`config.mk`:
```
export PLATFORM = sky130hd
export DESIGN_NAME = issue_window
export DESIGN_NICKNAME = d
export VERILOG_FILES = /design/src/rtl/issue_window.sv
export SDC_FILE = /design/constraint.sdc
export NUM_CORES = 1
export LEC_CHECK = 0
export ABC_AREA = 1
export CAP_MARGIN = 20
export CORE_MARGIN = 1
export CORE_UTILIZATION = 60
export DETAILED_ROUTE_END_ITERATION = 7
export DONT_BUFFER_PORTS = 1
export PLACE_DENSITY = 0.78
export REMOVE_ABC_BUFFERS = 1
export SLEW_MARGIN = 20
export SYNTH_ARGS = -nofsm -noshare
export SYNTH_HDL_FRONTEND = slang
export SYNTH_SLANG_ARGS = --single-unit
```
`constraint.sdc`:
```
create_clock -name clk -period 8.6 [get_ports clk]
set_input_delay 1.72 -clock clk [delete_from_list [all_inputs] [get_ports clk]]
set_output_delay 1.72 -clock clk [all_outputs]
set_load 0.01 [all_outputs]
```
`src/rtl/issue_window.sv`:
```
// issue_window: in-order issue buffer in front of exec, with flush and a stall counter.
// Optional same-cycle bypass when empty is enabled by defining ISSUE_WINDOW_BYPASS_EN.
`ifndef LEN_EXEC_INFO
`define LEN_EXEC_INFO 32
`endif

module issue_window #(
    parameter int DEPTH  = 4,
    parameter int W_INFO = `LEN_EXEC_INFO
) (
    input  logic                   clk,
    input  logic                   rst,
    input  logic                   in_valid,
    input  logic [W_INFO-1:0]      in_exec_info,
    output logic                   in_ready,
    output logic                   order,
    output logic [W_INFO-1:0]      exec_info,
    input  logic                   accepted,
    input  logic                   flush,
    output logic [$clog2(DEPTH):0] count,
    output logic [15:0]            stall_cycles
);

    localparam int PW = $clog2(DEPTH);
    localparam logic [PW:0] FULL = (PW+1)'(DEPTH);

    logic [W_INFO-1:0] entry [DEPTH];
    logic [PW-1:0]     head;
    logic [PW-1:0]     tail;
    logic              stored;
    logic              bypass;
    logic              push;
    logic              pop;

    assign stored   = (count != '0);
    assign in_ready = (count != FULL) & ~flush;

`ifdef ISSUE_WINDOW_BYPASS_EN
    assign bypass = ~stored & in_valid & ~flush;
`else
    assign bypass = 1'b0;
`endif

    assign order     = stored | bypass;
    assign exec_info = bypass ? in_exec_info : entry[head];
    assign pop       = stored & accepted;
    // A bypassed entry taken by exec in the same cycle is never stored.
    assign push      = in_valid & in_ready & ~(bypass & accepted);

    // Entry storage: written at the tail on push, untouched by flush.
    always_ff @(posedge clk or posedge rst) begin
        if (rst) begin
            for (int i = 0; i < DEPTH; i++) begin
                entry[i] <= '0;
            end
        end else if (push) begin
            entry[tail] <= in_exec_info;
        end
    end

    // Head/tail/count bookkeeping; flush clears everything and wins over push/pop.
    always_ff @(posedge clk or posedge rst) begin
        if (rst) begin
            head  <= '0;
            tail  <= '0;
            count <= '0;
        end else if (flush) begin
            head  <= '0;
            tail  <= '0;
            count <= '0;
        end else begin
            if (push) begin
                tail <= tail + 1'b1;
            end
            if (pop) begin
                head <= head + 1'b1;
            end
            unique case (1'b1)
                push & ~pop: count <= count + 1'b1;
                pop & ~push: count <= count - 1'b1;
                default:     count <= count;
            endcase
        end
    end

    // Saturating count of offered-but-not-taken cycles; only reset clears it.
    always_ff @(posedge clk or posedge rst) begin
        if (rst) begin
            stall_cycles <= '0;
        end else if (order & ~accepted & (stall_cycles != 16'hFFFF)) begin
            stall_cycles <= stall_cycles + 16'd1;
        end
    end

endmodule

```
==> metrics.csv, run 1 <==
metric,value,unit
status,"finished, final reports clean",
Yosys top cell area share,54.8,%
Final Setup Violations,0,
IO Pins,90,
Yosys reg bits,151,
leading area contributor after synthesis,dfrtp_1,
final core occ,68.6,%
Cell variety after synth,31,
Post-DP HPWL,9050,µm
fin crit share,50.7,%
CTS Sinks,151,
"Avg Cell Area, Syn",8.44,µm²
DRC viols,0,
min-delay src,entry[95],
PostCTS Resize Cnt,0,
synthesized instance count,816,
Via density,5.78,
first-pass GRT wire length,25100,µm
fin area,7570,µm²
"CTS clk-pin slew, worst paths",60,ps
Hold Path Stages,2,
Setup Skew,5.43,ps
Worst R2R Setup Slack,6470,ps
critical path required time,6880,ps
Die X,109,µm
Max H-tree Level,4,
CTS Buf Count,17,
leakage,0.00370,µW
ant diodes,0,
final wirelength,15400,µm
PD cells,345,nW/µm²
CTS Root Cell,clkbuf_16,
Tot GR Track Use,27.6,%
total grt overflow,0,
final hold violation count,0,
Initial DRT Pass Iterations,7,
PnR Total Power,2610,µW
Synth Cell Area,6890,µm²
DR iter-0 viols,502,
initial antenna violation count,0,
CP max stage delay,870,ps
later-pin clock latency in the skew report,420,ps
PortBufs,0,
register area share after synthesis,54.8,%
Worst Hold End,entry[95],
Tmin final,4360,ps
Slew @ Worst Pin,1040,ps
"commonest cells after routing, fill and taps aside","211 x nand2_1, 149 x dfrtp_1, 124 x o21ai_0, 76 x nor2_1, 75 x o21ai_1",
RSZ-0062 raised after global routing,no,
Synth area leaders,"dfrtp_1 55%, nand2_1 11%, o21ai_0 9.0%",
CP Class,register to primary output,
"commonest non-fill, non-tap cell in the layout",nand2_1,
Yosys warning count,0,
CP Data Arrival Time,2640,ps
top fanout value on the critical path,66,
largest net degree at the start of global routing,79,
Max Buffers Root-to-Sink,2,
initial core utilization,62.5,%
Crit. End Element,primary output,
vias post-DR,5459,
WL per Instance,16.3,µm
Post-DP Area,6860,µm²
number of hold buffers added after CTS,0,
"IR drop worst, VDD",0.161,mV
max-capacitance violation count,0,
Max Fclk,229,MHz
core outline area,11000,µm²
Routed Antenna Nets,0,
Final Max Slew Viols,0,
Critical-path top delay cell,inv_2,
proportion of layout cells with a drive suffix above 1,6.59,%
Die ar.,11900,µm²
FF-to-FF Start,count[0],
Chip Height,109,µm
post-CTS setup buffers,0,
"Critical Path, Cell by Cell",inv_2 > o21ai_0 > o22ai_1,
synth-to-layout area growth,9.83,%
CTS tree,done,
Rel. slew slack,30.6,%
crit start category,register,
worst reg2reg path depth,8,
vias in the first global route,5289,
setup TNS,0,ps
Rows,38,
Nets,834,
reg2reg end,entry[44],
Routability Congestion,0.843,
Hold/Removal Path Class,register to register,
## critical path: cells and delay by family, from the launching register on
kind | cells | cell delay [ps]
compound gates | 2 | 600
buf+inv | 1 | 870
flops | 1 | 730
## metal layers
metal | up-vias | global-route usage (%) | part of all wire (%)
li1 | 2639 | - | -
met1 | 2628 | 35.2 | 43
met2 | 176 | 45.4 | 50
met3 | 16 | 7.65 | 6.3
met4 | 0 | 8.98 | 1.0
met5 | - | 0 | 0
## synthesized netlist by cell type
cell type	instances
a21oi_1	3
and2_1	2
buf_2	29
nor2_2	1
inv_1	47
o21ai_1	75
inv_4	2
nand2_4	4
o22ai_1	32
nand3b_1	2
nand2_1	211
xnor2_1	8
fa_1	1
nor2_4	1
nand3_1	9
ha_1	5
nand3_2	2
nor3_2	1
nor3_1	1
buf_6	2
a21boi_1	1
inv_2	1
nand2_2	2
clkbuf_1	15
nand4_1	3
dfrtp_1	151
a21oi_2	1
o21ai_0	124
xor2_1	3
nor2_1	76
and2_4	1
## logic make-up after synthesis
logic type / Yosys count / synth area share, %
DFF: 151 / 54.8
xor gates and xnor gates: 11 / 1.40
adders and majority gates: 6 / 1.20
AOI/OAI and AO/OA: 236 / 17.8
buffers and inverters: 96 / 6.05
and+or+nand+nor: 316 / 18.7
## stage by stage
stage | hold slack, ps | cells | setup WS, ps
detailed placement | 468 | 912 | 4530
global placement | 461 | 912 | 4610
global route | 496 | 944 | 4100
CTS | 482 | 944 | 3990
finish | 482 | 944 | 4240
floorplan | 448 | 770 | 2820
## cell type report
type                            count  area, µm²
Inverter                           50        198
Timing Repair Buffer                2       15.0
Multi-Input combinational cell    569       2690
Fill cell                         868       3460
Tap cell                          140        175
Clock inverter                      7        185
Clock buffer                       25        515
Sequential cell                   151       3780
## how the worst max path moves through the flow
stage                        from             to  slack, ps  cells after the start
after floorplan               rst       count[0]       2820                      1
after global placement    head[0]   exec_info[4]       4610                      3
after detailed placement  head[1]  exec_info[10]       4530                      3
after CTS                 head[1]  exec_info[13]       3990                      3
after global routing      head[0]   exec_info[4]       4100                      3
final                     head[0]  exec_info[13]       4240                      3
## where the power goes
group	leakage [µW]	internal (µW)	total [µW]	switching, µW
registers	0.00194	976	1170	191
clock network	0.000344	591	871	280
logic	0.00141	206	569	363
## registers in the layout, indices dropped and copies added (netlist names)
name,count
entry,128
head,2
stall_cycles,16
count,3
tail,2
No activity file was read; power rests on OpenSTA's default activity.
==> run 2: changes to the inputs <==
Clock period 8.6 ns to 4.25 ns, I/O delays scaled along.
==> metrics.csv, run 2 (synthesis results as in run 1) <==
metric,value,unit,change
CTS Root Cell,clkbuf_16,,unchanged
top fanout value on the critical path,65,,was 66
DR iter-0 viols,454,,was 502
later-pin clock latency in the skew report,420,ps,about the same
Max Buffers Root-to-Sink,2,,unchanged
PD cells,653,nW/µm²,was 345 nW/µm²
Final Max Slew Viols,0,,unchanged
Initial DRT Pass Iterations,5,,was 7
Biggest register,entry,,unchanged
fin crit share,71.0,%,
CP Data Arrival Time,2170,ps,was 2640 ps
crit start category,register,,unchanged
"commonest cells after routing, fill and taps aside","211 x nand2_1, 150 x dfrtp_1, 124 x o21ai_0, 76 x nor2_1, 75 x o21ai_1",,"was 211 x nand2_1, 149 x dfrtp_1, 124 x o21ai_0, 76 x nor2_1, 75 x o21ai_1"
WL per Instance,15.9,µm,was 16.3 µm
Hold/Removal Path Class,input port to asynchronous set/reset pin,,was register to register
crit path launch,head[0],,unchanged
Die X,109,µm,unchanged
met1 WL,6540,µm,was 6620 µm
leakage,0.00364,µW,was 0.00370 µW
reg2reg end,count[2],,was entry[44]
Setup Skew,6.75,ps,was 5.43 ps
PostCTS Resize Cnt,0,,unchanged
largest net degree at the start of global routing,91,,was 79
final wirelength,15000,µm,was 15400 µm
RSZ-0062 raised after global routing,no,,unchanged
CP max stage delay,760,ps,was 870 ps
Max Fclk,332,MHz,
Tot GR Track Use,27.1,%,was 27.6%
met2 routed WL,7280,µm,was 7610 µm
status,"finished, final reports clean",,unchanged
"IR drop worst, VDD",0.378,mV,was 0.161 mV
worst reg2reg path depth,11,,was 8
first-pass GRT wire length,24500,µm,was 25100 µm
Rows,38,,unchanged
total grt overflow,0,,unchanged
final hold violation count,0,,unchanged
Nets,837,,was 834
post-CTS setup buffers,0,,unchanged
"CTS clk-pin slew, worst paths",50,ps,was 60 ps
initial core utilization,62.5,%,unchanged
CTS tree,done,,unchanged
CTS Sinks,151,,unchanged
PortBufs,0,,unchanged
Max H-tree Level,4,,unchanged
proportion of layout cells with a drive suffix above 1,6.09,%,was 6.59%
DR WL met3,913,µm,was 971 µm
core outline area,11000,µm²,unchanged
FF-to-FF Start,count[0],,unchanged
Largest regs,"entry (128), stall_cycles (16), count (3)",,unchanged
Final Setup Violations,0,,unchanged
critical path required time,3400,ps,was 6880 ps
ant diodes,0,,unchanged
"non-filler cells, final",945,,was 944
Slew @ Worst Pin,1050,ps,was 1040 ps
DRC viols,0,,unchanged
Routed Antenna Nets,0,,unchanged
Worst R2R Setup Slack,2210,ps,was 6470 ps
vias in the first global route,5179,,was 5289
CTS Buf Count,17,,unchanged
Die ar.,11900,µm²,unchanged
IO Pins,90,,unchanged
max FFs per register,128,,unchanged
vias post-DR,5534,,was 5459
Via density,5.86,,was 5.78
Routability Congestion,0.805,,was 0.843
Rel. slew slack,29.8,%,was 30.6%
initial antenna violation count,0,,unchanged
Tmin final,3020,ps,
synth-to-layout area growth,7.54,%,was 9.83%
Crit. End Element,primary output,,unchanged
number of hold buffers added after CTS,0,,unchanged
CP Class,register to primary output,,unchanged
"commonest non-fill, non-tap cell in the layout",nand2_1,,unchanged
Chip Height,109,µm,unchanged
Post-DP HPWL,8720,µm,was 9050 µm
placed cell count,915,,was 912
max-capacitance violation count,0,,unchanged
Max Used Layer,met4,,unchanged
Critical-path top delay cell,inv_2,,unchanged
"Critical Path, Cell by Cell",inv_2 > o21ai_0 > o22ai_1,,unchanged
final core occ,67.2,%,was 68.6%
-- run 2: cell types whose count changed in the layout (fill, tap and decap cells not counted), sizes merged --
cell	before	now
buf	2	5
bufinv	6	0
clkbuf	25	26
clkinv	1	4
-- run 2: worst max-delay path by stage --
stage,endpoint,slack (ps),depth (start not counted)
detailed placement,exec_info[9],1680,3
global route,exec_info[9],1050,3
CTS,exec_info[9],1230,3
finish,exec_info[5],1230,3
floorplan,count[0],-660,1
global placement,exec_info[9],1670,3
-- run 2: critical path, delay by kind of cell, from the launching register on --
| family | cells | cell delay [ps] |
|---|---|---|
| AOI/OAI and AO/OA | 2 | 590 |
| buffers and inverters | 1 | 760 |
| DFF | 1 | 400 |
-- run 2: routing by layer --
metal,vias to the layer above,track usage (%)
met5,-,0
met4,0,10.6
met3,24,6.46
met2,194,45.1
met1,2671,34.0
li1,2645,-
-- run 2: metrics by stage --
stage	setup slack, ps	instance area (µm²)	power, µW	hold slack [ps]	TNS (ps)
after global routing	1050	7410	5170	500	0
after CTS	1230	7410	4870	472	0
after global placement	1670	6880	3440	462	0
after detailed placement	1680	6890	3520	469	0
after floorplan	-665	6670	3190	448	-100380
final	1230	7410	4840	448	0
-- run 2: layout make-up --
type                            instances  area, µm²
Sequential cell                       151       3780
Fill cell                             899       3620
Multi-Input combinational cell        569       2700
Clock buffer                           26        499
Inverter                               50        198
Tap cell                              140        175
Timing Repair Buffer                    5       37.5
Clock inverter                          4       20.0
-- run 2: report_power, final --
group / total (µW) / internal, µW / switching [µW]
Clock: 1320 / 797 / 527
Combinational: 1220 / 422 / 794
Sequential: 2300 / 1970 / 325
Total: 4840 / 3190 / 1650
==> run 3: changes to the inputs <==
Clock period 4.25 ns to 3.2 ns, I/O delays scaled along.
==> metrics.csv, run 3 (synthesis results as in run 1) <==
metric,value,unit,change
Setup Skew,6.40,ps,was 6.75 ps
CP Buf/Inv Count,1,,unchanged
final hold violation count,0,,unchanged
Rows,38,,unchanged
Nets,843,,was 837
crit path launch,head[1],,was head[0]
Worst R2R Setup Slack,1100,ps,was 2210 ps
"CP delay by family, top",flip-flops,,was buffers and inverters
proportion of layout cells with a drive suffix above 1,7.38,%,was 6.09%
Routed Antenna Nets,0,,unchanged
Post-DP HPWL,9350,µm,was 8720 µm
later-pin clock latency in the skew report,420,ps,about the same
crit start category,register,,unchanged
synth-to-layout area growth,9.08,%,was 7.54%
leakage,0.00369,µW,was 0.00364 µW
first-pass GRT wire length,25200,µm,was 24500 µm
PD cells,885,nW/µm²,was 653 nW/µm²
core outline area,11000,µm²,unchanged
Critical-path top delay cell,dfrtp_1,,was inv_2
RSZ-0062 raised after global routing,no,,unchanged
Tot GR Track Use,27.9,%,was 27.1%
PortBufs,0,,unchanged
CP max stage delay,860,ps,was 760 ps
max FFs per register,128,,unchanged
Final Max Slew Viols,0,,unchanged
Initial DRT Pass Iterations,5,,unchanged
ant diodes,0,,unchanged
Post-DP Area,6930,µm²,was 6890 µm²
CTS tree,done,,unchanged
Final Setup Violations,0,,unchanged
FF-to-FF Start,count[0],,unchanged
number of hold buffers added after CTS,0,,unchanged
PostCTS Resize Cnt,0,,unchanged
register area,3780,µm²,unchanged
Largest regs,"entry (128), stall_cycles (16), count (3)",,unchanged
pre-CTS setup slack,989,ps,was 1680 ps
"commonest non-fill, non-tap cell in the layout",nand2_1,,unchanged
"CTS clk-pin slew, worst paths",60,ps,was 50 ps
top fanout value on the critical path,23,,was 65
Routability Congestion,0.817,,was 0.805
Max Fclk,370,MHz,
"commonest cells after routing, fill and taps aside","211 x nand2_1, 150 x dfrtp_1, 124 x o21ai_0, 76 x nor2_1, 75 x o21ai_1",,unchanged
Die X,109,µm,unchanged
DR iter-0 viols,472,,was 454
final wirelength,15400,µm,was 15000 µm
"Critical Path, Cell by Cell",buf_4 > o21ai_0 > o22ai_1,,was inv_2 > o21ai_0 > o22ai_1
Via density,5.84,,was 5.86
status,"finished, final reports clean",,unchanged
fin area,7510,µm²,was 7410 µm²
CTS Root Cell,clkbuf_16,,unchanged
worst reg2reg path depth,8,,was 11
Max H-tree Level,4,,unchanged
"IR drop worst, VDD",0.632,mV,was 0.378 mV
Chip Height,109,µm,unchanged
Hold/Removal Path Class,input port to asynchronous set/reset pin,,unchanged
fin worst setup slack,501,ps,was 1230 ps
fin crit share,84.3,%,
Biggest register,entry,,unchanged
CTS Buf Count,17,,unchanged
setup TNS,0,ps,unchanged
total grt overflow,0,,unchanged
DRC viols,0,,unchanged
initial core utilization,62.5,%,unchanged
Crit. End Element,primary output,,unchanged
IO Pins,90,,unchanged
Max Buffers Root-to-Sink,2,,unchanged
Die ar.,11900,µm²,unchanged
PnR Total Power,6650,µW,was 4840 µW
Rel. slew slack,46.9,%,was 29.8%
max-capacitance violation count,0,,unchanged
post-CTS setup buffers,0,,unchanged
vias in the first global route,5375,,was 5179
filler cell count in the final layout,875,,was 899
largest net degree at the start of global routing,74,,was 91
CP Class,register to primary output,,unchanged
Tmin final,2700,ps,
CP Data Arrival Time,2060,ps,was 2170 ps
CTS Sinks,151,,unchanged
Slew @ Worst Pin,796,ps,was 1050 ps
WL per Instance,16.1,µm,was 15.9 µm
critical path required time,2560,ps,was 3400 ps
reg2reg end,entry[33],,was count[2]
vias post-DR,5563,,was 5534
initial antenna violation count,0,,unchanged
area of the multi-input gates,2690,µm²,was 2700 µm²
-- run 3: changes by cell type in the layout (fill, tap and decap cells not counted), sizes merged --
cell      previous run  this run
buf                  5        11
clkbuf              26        23
bufinv               0         2
clkinv               4         6
clkinvlp             0         1
-- run 3: worst max path at each step --
stage,slack (ps),cells past startpoint,end
final,500,3,exec_info[19]
after global routing,420,4,exec_info[26]
after floorplan,-1500,1,count[0]
after detailed placement,990,3,exec_info[19]
after global placement,1020,3,exec_info[24]
after CTS,510,4,exec_info[26]
-- run 3: layout make-up --
cell class | instances | share of cell area [%]
well taps | 140 | 2.33
flip-flops and latches | 151 | 50.3
clock inverters | 9 | 1.30
inverters | 50 | 2.63
multi-input cells | 569 | 35.8
repair buffers | 11 | 1.10
clock buffers | 23 | 6.49
-- run 3: stage by stage --
| stage | util, % | hold WS [ps] | std cells |
|---|---|---|---|
| 6_report | 68.1 | 184 | 953 |
| 5_1_grt | 68.1 | 230 | 953 |
| 4_1_cts | 68.1 | 201 | 953 |
| 3_5_place_dp | 62.8 | 471 | 921 |
| 3_3_place_gp | 62.8 | 463 | 921 |
| 2_1_floorplan | - | 448 | 770 |
-- run 3: layer usage --
metal | track usage (%) | vias to the layer above | routed length, µm
li1 | - | 2653 | -
met5 | 0 | - | 0
met3 | 7.29 | 26 | 1080
met4 | 12.5 | 0 | 270
met1 | 34.6 | 2666 | 6550
met2 | 45.9 | 218 | 7470
-- run 3: report_power, final --
| part | switching, µW | internal (µW) | leakage (µW) |
|---|---|---|---|
| Clock | 742 | 1220 | 0.000292 |
| Combinational | 1060 | 569 | 0.00145 |
| Sequential | 434 | 2620 | 0.00195 |
-- run 3: worst register-to-register path: cells and delay by family, from the launching register on --
family,cells,cell delay [ps]
DFF,1,490
AOI/OAI and AO/OA,1,90
and+or+nand+nor,5,970
buffers and inverters,2,480
